## config.mk

```make
export PLATFORM = sky130hd
export DESIGN_NAME = imem_loader
export DESIGN_NICKNAME = d
export VERILOG_FILES = /design/src/rtl/imem_loader.sv
export SDC_FILE = /design/constraint.sdc
export NUM_CORES = 1
export LEC_CHECK = 0
export BUFFER_PORTS_ARGS = -buffer_cell sky130_fd_sc_hd__buf_2
export CAP_MARGIN = 15
export CORE_ASPECT_RATIO = 1.25
export CORE_UTILIZATION = 45
export DETAILED_ROUTE_END_ITERATION = 8
export PLACE_DENSITY = 0.67
export SLEW_MARGIN = 10
export SYNTH_ARGS = -nofsm -noshare
export SYNTH_HDL_FRONTEND = slang
export SYNTH_SLANG_ARGS = --single-unit
export TNS_END_PERCENT = 30
```

## constraint.sdc

```tcl
create_clock -name clock -period 5.2 [get_ports clock]
set_input_delay 1.04 -clock clock [delete_from_list [all_inputs] [get_ports clock]]
set_output_delay 1.04 -clock clock [all_outputs]
set_load 0.01 [all_outputs]
```

## src/rtl/imem_loader.sv

```systemverilog
// Boot-time loader: byte stream (header N, then 4*N big-endian bytes) into the instruction memory write port.
// Optional trailing checksum byte when IMEM_LOADER_CHECKSUM_EN is defined.
//
// state  | meaning
// -------+-------------------------------------------------------------
// IDLE   | after reset; no bytes accepted, processor held in reset
// HEADER | waiting for the word-count byte N
// DATA   | assembling words; writes one word per 4th byte
// COMMIT | one cycle so the last memory write lands before release
// CHECK  | (checksum builds only) waiting for the XOR checksum byte
// DONE   | image loaded, processor released
// ERROR  | load rejected, processor held in reset
module imem_loader #(
  parameter int ADDR_WIDTH = 6,
  parameter int DATA_WIDTH = 32
) (
  input  logic                  clock,
  input  logic                  reset,
  input  logic                  start,
  input  logic                  byte_valid,
  input  logic [7:0]            byte_data,
  output logic                  byte_ready,
  output logic                  wr_en,
  output logic [ADDR_WIDTH-1:0] wr_addr,
  output logic [DATA_WIDTH-1:0] wr_data,
  output logic                  cpu_reset,
  output logic                  done,
  output logic                  error,
  output logic [ADDR_WIDTH:0]   words_loaded
);

  localparam int DEPTH = 1 << ADDR_WIDTH;

`ifdef IMEM_LOADER_CHECKSUM_EN
  typedef enum logic [2:0] {IDLE, HEADER, DATA, COMMIT, CHECK, DONE, ERROR} stateT;
`else
  typedef enum logic [2:0] {IDLE, HEADER, DATA, COMMIT, DONE, ERROR} stateT;
`endif

  stateT state, nextState;

  logic                xfer;
  logic                startTaken;
  logic                lastByte;
  logic                lastPending;
  logic                byteReadyNext;
  logic [1:0]          byteCnt;
  logic [ADDR_WIDTH:0] wordCount;
  logic [23:0]         shiftReg;
`ifdef IMEM_LOADER_CHECKSUM_EN
  logic [7:0]          xorAcc;
`endif

  assign xfer = byte_valid && byte_ready;
  assign startTaken = start && (state == IDLE || state == DONE || state == ERROR);

  always_ff @(posedge clock) begin
    if (reset) state <= IDLE;
    else       state <= nextState;
  end

  always_comb begin
    nextState = state;
    lastByte  = 1'b0;
    case (state)
      IDLE, DONE, ERROR: begin
        if (start) nextState = HEADER;
      end
      HEADER: begin
        if (xfer) begin
          if (byte_data == 8'd0) begin
`ifdef IMEM_LOADER_CHECKSUM_EN
            nextState = CHECK;
`else
            nextState = DONE;
`endif
          end else if (int'(byte_data) > DEPTH) begin
            nextState = ERROR;
          end else begin
            nextState = DATA;
          end
        end
      end
      DATA: begin
        // the final word's strobe cycle stays in DATA with byte_ready already low
        if (lastPending) nextState = COMMIT;
        else if (xfer && byteCnt == 2'd3 && (words_loaded + 1'b1) == wordCount) lastByte = 1'b1;
      end
      COMMIT: begin
`ifdef IMEM_LOADER_CHECKSUM_EN
        nextState = CHECK;
`else
        nextState = DONE;
`endif
      end
`ifdef IMEM_LOADER_CHECKSUM_EN
      CHECK: begin
        if (xfer) nextState = (byte_data == xorAcc) ? DONE : ERROR;
      end
`endif
      default: nextState = IDLE;
    endcase
  end

  always_comb begin
    byteReadyNext = 1'b0;
    case (nextState)
      HEADER:  byteReadyNext = 1'b1;
      DATA:    byteReadyNext = !lastByte && !lastPending;
`ifdef IMEM_LOADER_CHECKSUM_EN
      CHECK:   byteReadyNext = 1'b1;
`endif
      default: byteReadyNext = 1'b0;
    endcase
  end

  always_ff @(posedge clock) begin
    if (reset) begin
      byte_ready   <= 1'b0;
      wr_en        <= 1'b0;
      wr_addr      <= '0;
      wr_data      <= '0;
      cpu_reset    <= 1'b1;
      done         <= 1'b0;
      error        <= 1'b0;
      words_loaded <= '0;
      lastPending  <= 1'b0;
      byteCnt      <= '0;
      wordCount    <= '0;
      shiftReg     <= '0;
`ifdef IMEM_LOADER_CHECKSUM_EN
      xorAcc       <= '0;
`endif
    end else begin
      byte_ready  <= byteReadyNext;
      done        <= (nextState == DONE);
      error       <= (nextState == ERROR);
      cpu_reset   <= (nextState != DONE);
      lastPending <= lastByte;
      wr_en       <= 1'b0;

      // address and count advance on the cycle the strobe is visible
      if (wr_en) begin
        words_loaded <= words_loaded + 1'b1;
        if (wr_addr != {ADDR_WIDTH{1'b1}}) wr_addr <= wr_addr + 1'b1;
      end

      if (startTaken) begin
        words_loaded <= '0;
`ifdef IMEM_LOADER_CHECKSUM_EN
        xorAcc       <= '0;
`endif
      end

      if (state == HEADER && nextState == DATA) begin
        wordCount <= (ADDR_WIDTH+1)'(byte_data);
        byteCnt   <= '0;
        wr_addr   <= '0;
      end

      if (state == DATA && xfer) begin
        byteCnt  <= byteCnt + 1'b1;
        shiftReg <= {shiftReg[15:0], byte_data};
`ifdef IMEM_LOADER_CHECKSUM_EN
        xorAcc   <= xorAcc ^ byte_data;
`endif
        if (byteCnt == 2'd3) begin
          wr_en   <= 1'b1;
          wr_data <= DATA_WIDTH'({shiftReg, byte_data});
        end
      end
    end
  end

endmodule

```

# After elaboration in Yosys (flattened, before gate mapping)
# Cells that the tools add are included.
[word_totals]
romBits = 0
latch_bits = 0
out_inout_bits = 50
elab_cells = 64
inputBits = 12
ramBits = 0
memories = 0
ff_bits = 87
[op_classes]
muxes = 13
order_cmp = 1
n_mul = 0
eq_ne = 13
n_addsub = 3
shift = 0
n_reduce_logical = 20
n_div = 0
bitwise = 1
[op_table]
columns = ["cell", "count"]
rows = [
  ["2-to-1 mux 3 bit", 5],
  ["== test 3 bit, second input constant", 4],
  ["one-hot mux 3 bit (4 select lines)", 1],
  ["== test 3 x 2 -> 1 bit, second input constant", 3],
  ["> comparator 8 x 7 -> 1 bit, second input constant", 1],
  ["zero test 8 bit", 1],
  ["adder 7 x 1 -> 7 bit, second input constant", 1],
  ["== test 7 bit", 1],
  ["logical AND 1 bit", 7],
  ["adder 6 x 1 -> 6 bit, second input constant", 1],
  ["== test 3 x 1 -> 1 bit, second input constant", 2],
  ["!= test 6 bit, second input constant", 1],
  ["OR reduction 2 bit", 3],
  ["2-to-1 mux 1 bit", 4],
  ["2-to-1 mux 2 bit", 2],
  ["AND reduction 2 bit", 2],
  ["zero test 3 bit", 1],
  ["!= test 3 bit, second input constant", 1],
  ["OR reduction 3 bit", 1],
  ["adder 2 x 1 -> 2 bit, second input constant", 1],
  ["== test 2 bit, second input constant", 1],
  ["zero test 1 bit", 2],
  ["logical OR 1 bit", 2],
  ["one-hot mux 1 bit (2 select lines)", 1],
  ["2 further kinds", 2],
]

# Longest topological paths before layout
[logic_depth]
ltp_word = 9
depth_mapped = 6
mapped_depth_nobuf = 6

# Worst setup path after synthesis
# OpenSTA, ideal clock, no wires.
[synth_path]
path_kind = "input to register"
from = "input byte_data[0]"
to = "register wr_addr[0]"
stages = 6
required_time_ps = 5085
setup_slack_ps = 2470
setup_time_ps = 115
n_path_buf = 1
t_arrival_ps = 2615
cell_sequence = "or4_4 o31a_4 nor3_4 or2_1 buf_6 nor2_2"
[synth_via]
elab_chain_len = 8
word_cells_on_any_way = 9
cone_classes = "order compare: 1; eq/ne: 1; mux: 4; reduce/logical: 3"
[synth_lines]
columns = ["item", "line", "text"]
rows = [
  ["from (decl)", "21", "input logic [7:0] byte_data,"],
  ["> comparator 8 x 7 -> 1 bit", "77", "end else if (int'(byte_data) > DEPTH) begin"],
  ["2-to-1 mux 3 bit", "77", ""],
  ["2-to-1 mux 3 bit (*)", "71", "if (byte_data == 8'd0) begin"],
  ["2-to-1 mux 3 bit (*)", "70", "if (xfer) begin"],
  ["one-hot mux 3 bit (4 select lines) (*)", "65", "case (state)"],
  ["== test 3 x 2 -> 1 bit (*)", "155", "if (state == HEADER && nextState == DATA) begin"],
  ["logical AND 1 bit (*)", "155", ""],
  ["OR reduction 2 bit (no line) (*)", "n/a", ""],
  ["to (signal assigned)", "145", "if (wr_addr != {ADDR_WIDTH{1'b1}}) wr_addr <= wr_addr + 1'b1;"],
  ["to (decl)", "24", "output logic [ADDR_WIDTH-1:0] wr_addr,"],
]
# Every way passes the cells marked *; elsewhere a longest branch is shown, timed or not.
# A chain may end at the register's enable or synchronous reset.

# Worst setup path after layout
[layout_path]
from = "input byte_data[0]"
to = "register wr_addr[5]"
# Same word-level chain as after synthesis.

==> summary.md <==
| Metric | Value |
|---|---|
| Status | completed |
| Drt total wl | 7060 um |
| First-pass GRT wire length | 11700 um |
| Worst-path fanout max | 10 |
| Share of cells above drive strength 1 | 0.205 |
| Max VDD drop | 0.173 mV |
| Worst Hold Class | register to register |
| Final min period | 2710 ps |
| # resized after CTS | 0 |
| Finished Cell Area | 3960 um^2 |
| Ys Warns | 0 |
| Number of setup violations in the final report | 0 |
| Total track usage | 0.191 |
| Synth area leaders | dfxtp_1 (51%), nand2_1 (14%), a21oi_1 (9.0%), mux2i_1 (2.7%), xor2_1 (2.6%) |
| DRC | 0 |
| Clock Sinks | 87 |
| Async S/R FF share, synth | 0 |
| Gpl congestion | 0.799 |
| Syn Nets | 417 |
| Post-Place Cells | 538 |
| Max-Cap Viols | 0 |
| Comb power frac | 0.032 |
| Clock Latency Late Sink | 350 ps |
| Setup Crit Path Kind | primary input to register |
| CTS buffer count | 9 |
| Initial antenna violation count | 0 |
| Post-Syn Instances | 402 |
| Number of synthesized flops with an enable pin | 0 |
| Worst rel slew slack | 0.335 |
| Sw Share | 0.230 |
| Final cell count without fillers | 555 |
| Drt initial violations | 135 |
| I/O pin total | 62 |
| Largest net degree at the start of global routing | 54 |
| Crit. End Element | register |
| Post-synth top flop | dfxtp_1 |
| Clk buf depth | 2 |
| Root buf cell | clkbuf_8 |
| Arr. time, crit path | 2950 ps |
| Worst Path Required | 5440 ps |
| Max Freq | 369 MHz |
| H-tree levels | 3 |
| Post-route clock period utilization | 0.521 |
| Row count | 35 |
| Core Footprint | 7310 um^2 |
| Setup TNS | 0 ps |
| P_int | 901 uW |
| Leading area contributor after synthesis | dfxtp_1 |
| Final net count | 473 |
| Die area | 7870 um^2 |
| Flop pwr share | 0.573 |
| Unrepaired setup endpoints after global routing | no |
| Area growth from synthesis to layout | 17.0% |
| Die W | 79.6 um |
| Antenna Cells | 0 |
| Slew Limit Fails | 0 |
| Yosys cell types | 40 |
| Worst-Margin Slew | 994 ps |
| Filler Cell Count | 701 |
| Initial Util | 0.463 |
| Number of global-route vias before repair | 2591 |
| Die height | 98.9 um |
| Vias per std cell | 5.04 |
| Final Skew | 10.1 ps |
| Power Total | 1.17 mW |
| First-pass DRT Iterations | 4 |
| Psw | 270 uW |
| Most numerous cell in the Yosys netlist | nand2_1 |
| Cell Pwr Density | 296 nW/um^2 |
| # hold bufs at CTS | 0 |
| Post-synthesis register bit count | 87 |
| Remaining antenna violation count | 0 |
| Clock power share | 0.396 |
| Buffers on Ports | 61 |
| Register area share after synthesis | 0.515 |
| Clock-pin slew on the worst setup and hold paths | 80 ps |
| Leakage | 1.51 nW |
| Post-CTS setup buffers | 0 |
| Top cells by count, synth | nand2_1 (125), dfxtp_1 (87), a21oi_1 (61) |
| CTS tree | built |
| Final HPWL DP | 4840 um |
| GR Overflow Total | 0 |
| Post-Synthesis Cell Area | 3380 um^2 |
| Yosys top cell area share | 0.515 |
| Worst setup SP type | primary input |
| Final hold violation count | 0 |
| Avg WL per Cell | 12.7 um |
| Post-synthesis average cell area | 8.42 um^2 |
| DR vias | 2796 |
| Area of placed instances | 3740 um^2 |
## state kept, by name, summed over array words and instances, names as in the netlist
register,cells
error,1
state,3
cpu_reset,1
wr_addr,6
words_loaded,7
lastPending,1
byte_ready,1
wr_data,32
byteCnt,2
done,1
wr_en,1
wordCount,7
shiftReg,24
## layer usage
| metal | global-route usage | share of wire | up-vias |
|---|---|---|---|
| met5 | 0 | 0 | - |
| met2 | 0.320 | 0.49 | 57 |
| met3 | 0.0343 | 0.034 | 10 |
| met4 | 0.0839 | 0.017 | 0 |
| li1 | - | - | 1443 |
| met1 | 0.235 | 0.45 | 1286 |
## placed cells by master (no fill, tap or decap), drive strengths merged, types with 3 or more instances in the layout
cell type  synthesis  final
nand3              7      7
a21oi             61     61
clkinvlp           0      3
buf                2     65
xor2              10     10
nand2            125    125
mux2i              9      9
nand4              5      5
clkbuf            17      9
o21ai              3      3
or3                3      3
dfxtp             87     87
nor2              28     28
and2               4      4
inv                4      5
ha                 3      3
xnor2              9      9
## area by class of cell
cell class                 count  area [um^2]  share of cell area
timing repair buffer          65          355              0.0897
tap                           92          115              0.0291
inverter                       4         15.0             0.00379
clock buffer                   9          124              0.0313
clock inverter                 7         71.3              0.0180
sequential                    87         1740               0.440
multi-input combinational    291         1540               0.388
## worst max-delay path: stages
cell and delay [ps]:
buf_2 130, or4_4 570, o31a_4 320, nor3_4 450, or2_1 370, nor2_2 70
## metrics by stage
step	utilization	setup WS, ps	hold WS, ps
6_report	0.541	2490	454
5_1_grt	0.541	2410	470
4_1_cts	0.538	2470	452
3_5_place_dp	0.511	2090	444
3_3_place_gp	0.511	2110	441
2_1_floorplan	-	2470	431
## path summary, 6_finish.rpt
check	startpoint	end	slack, ps	depth (start not counted)
max	byte_data[0]	wr_addr[5]	2490	6
min	wr_data[8]	wr_data[8]	450	2
max reg2reg	state[1]	wr_data[21]	2960	7
min reg2reg	wr_data[8]	wr_data[8]	450	2
## power by group through the flow
stage               Combinational (mW)  Clock, mW  Sequential [mW]
floorplan                       0.0231          0            0.686
global placement                0.0367          0            0.686
detailed placement              0.0371          0            0.686
CTS                             0.0373      0.475            0.670
global route                    0.0408      0.495            0.671
finish                          0.0370      0.463            0.670
## cell families after synthesis
group / Yosys count / share of synthesized area
xor+xnor: 19 / 0.0492
compound gates: 74 / 0.128
mux: 9 / 0.0266
fa+ha+maj: 3 / 0.0111
buf+inv: 24 / 0.0314
simple gates: 186 / 0.239
flops: 87 / 0.515
No activity file was read; power rests on OpenSTA's default activity.
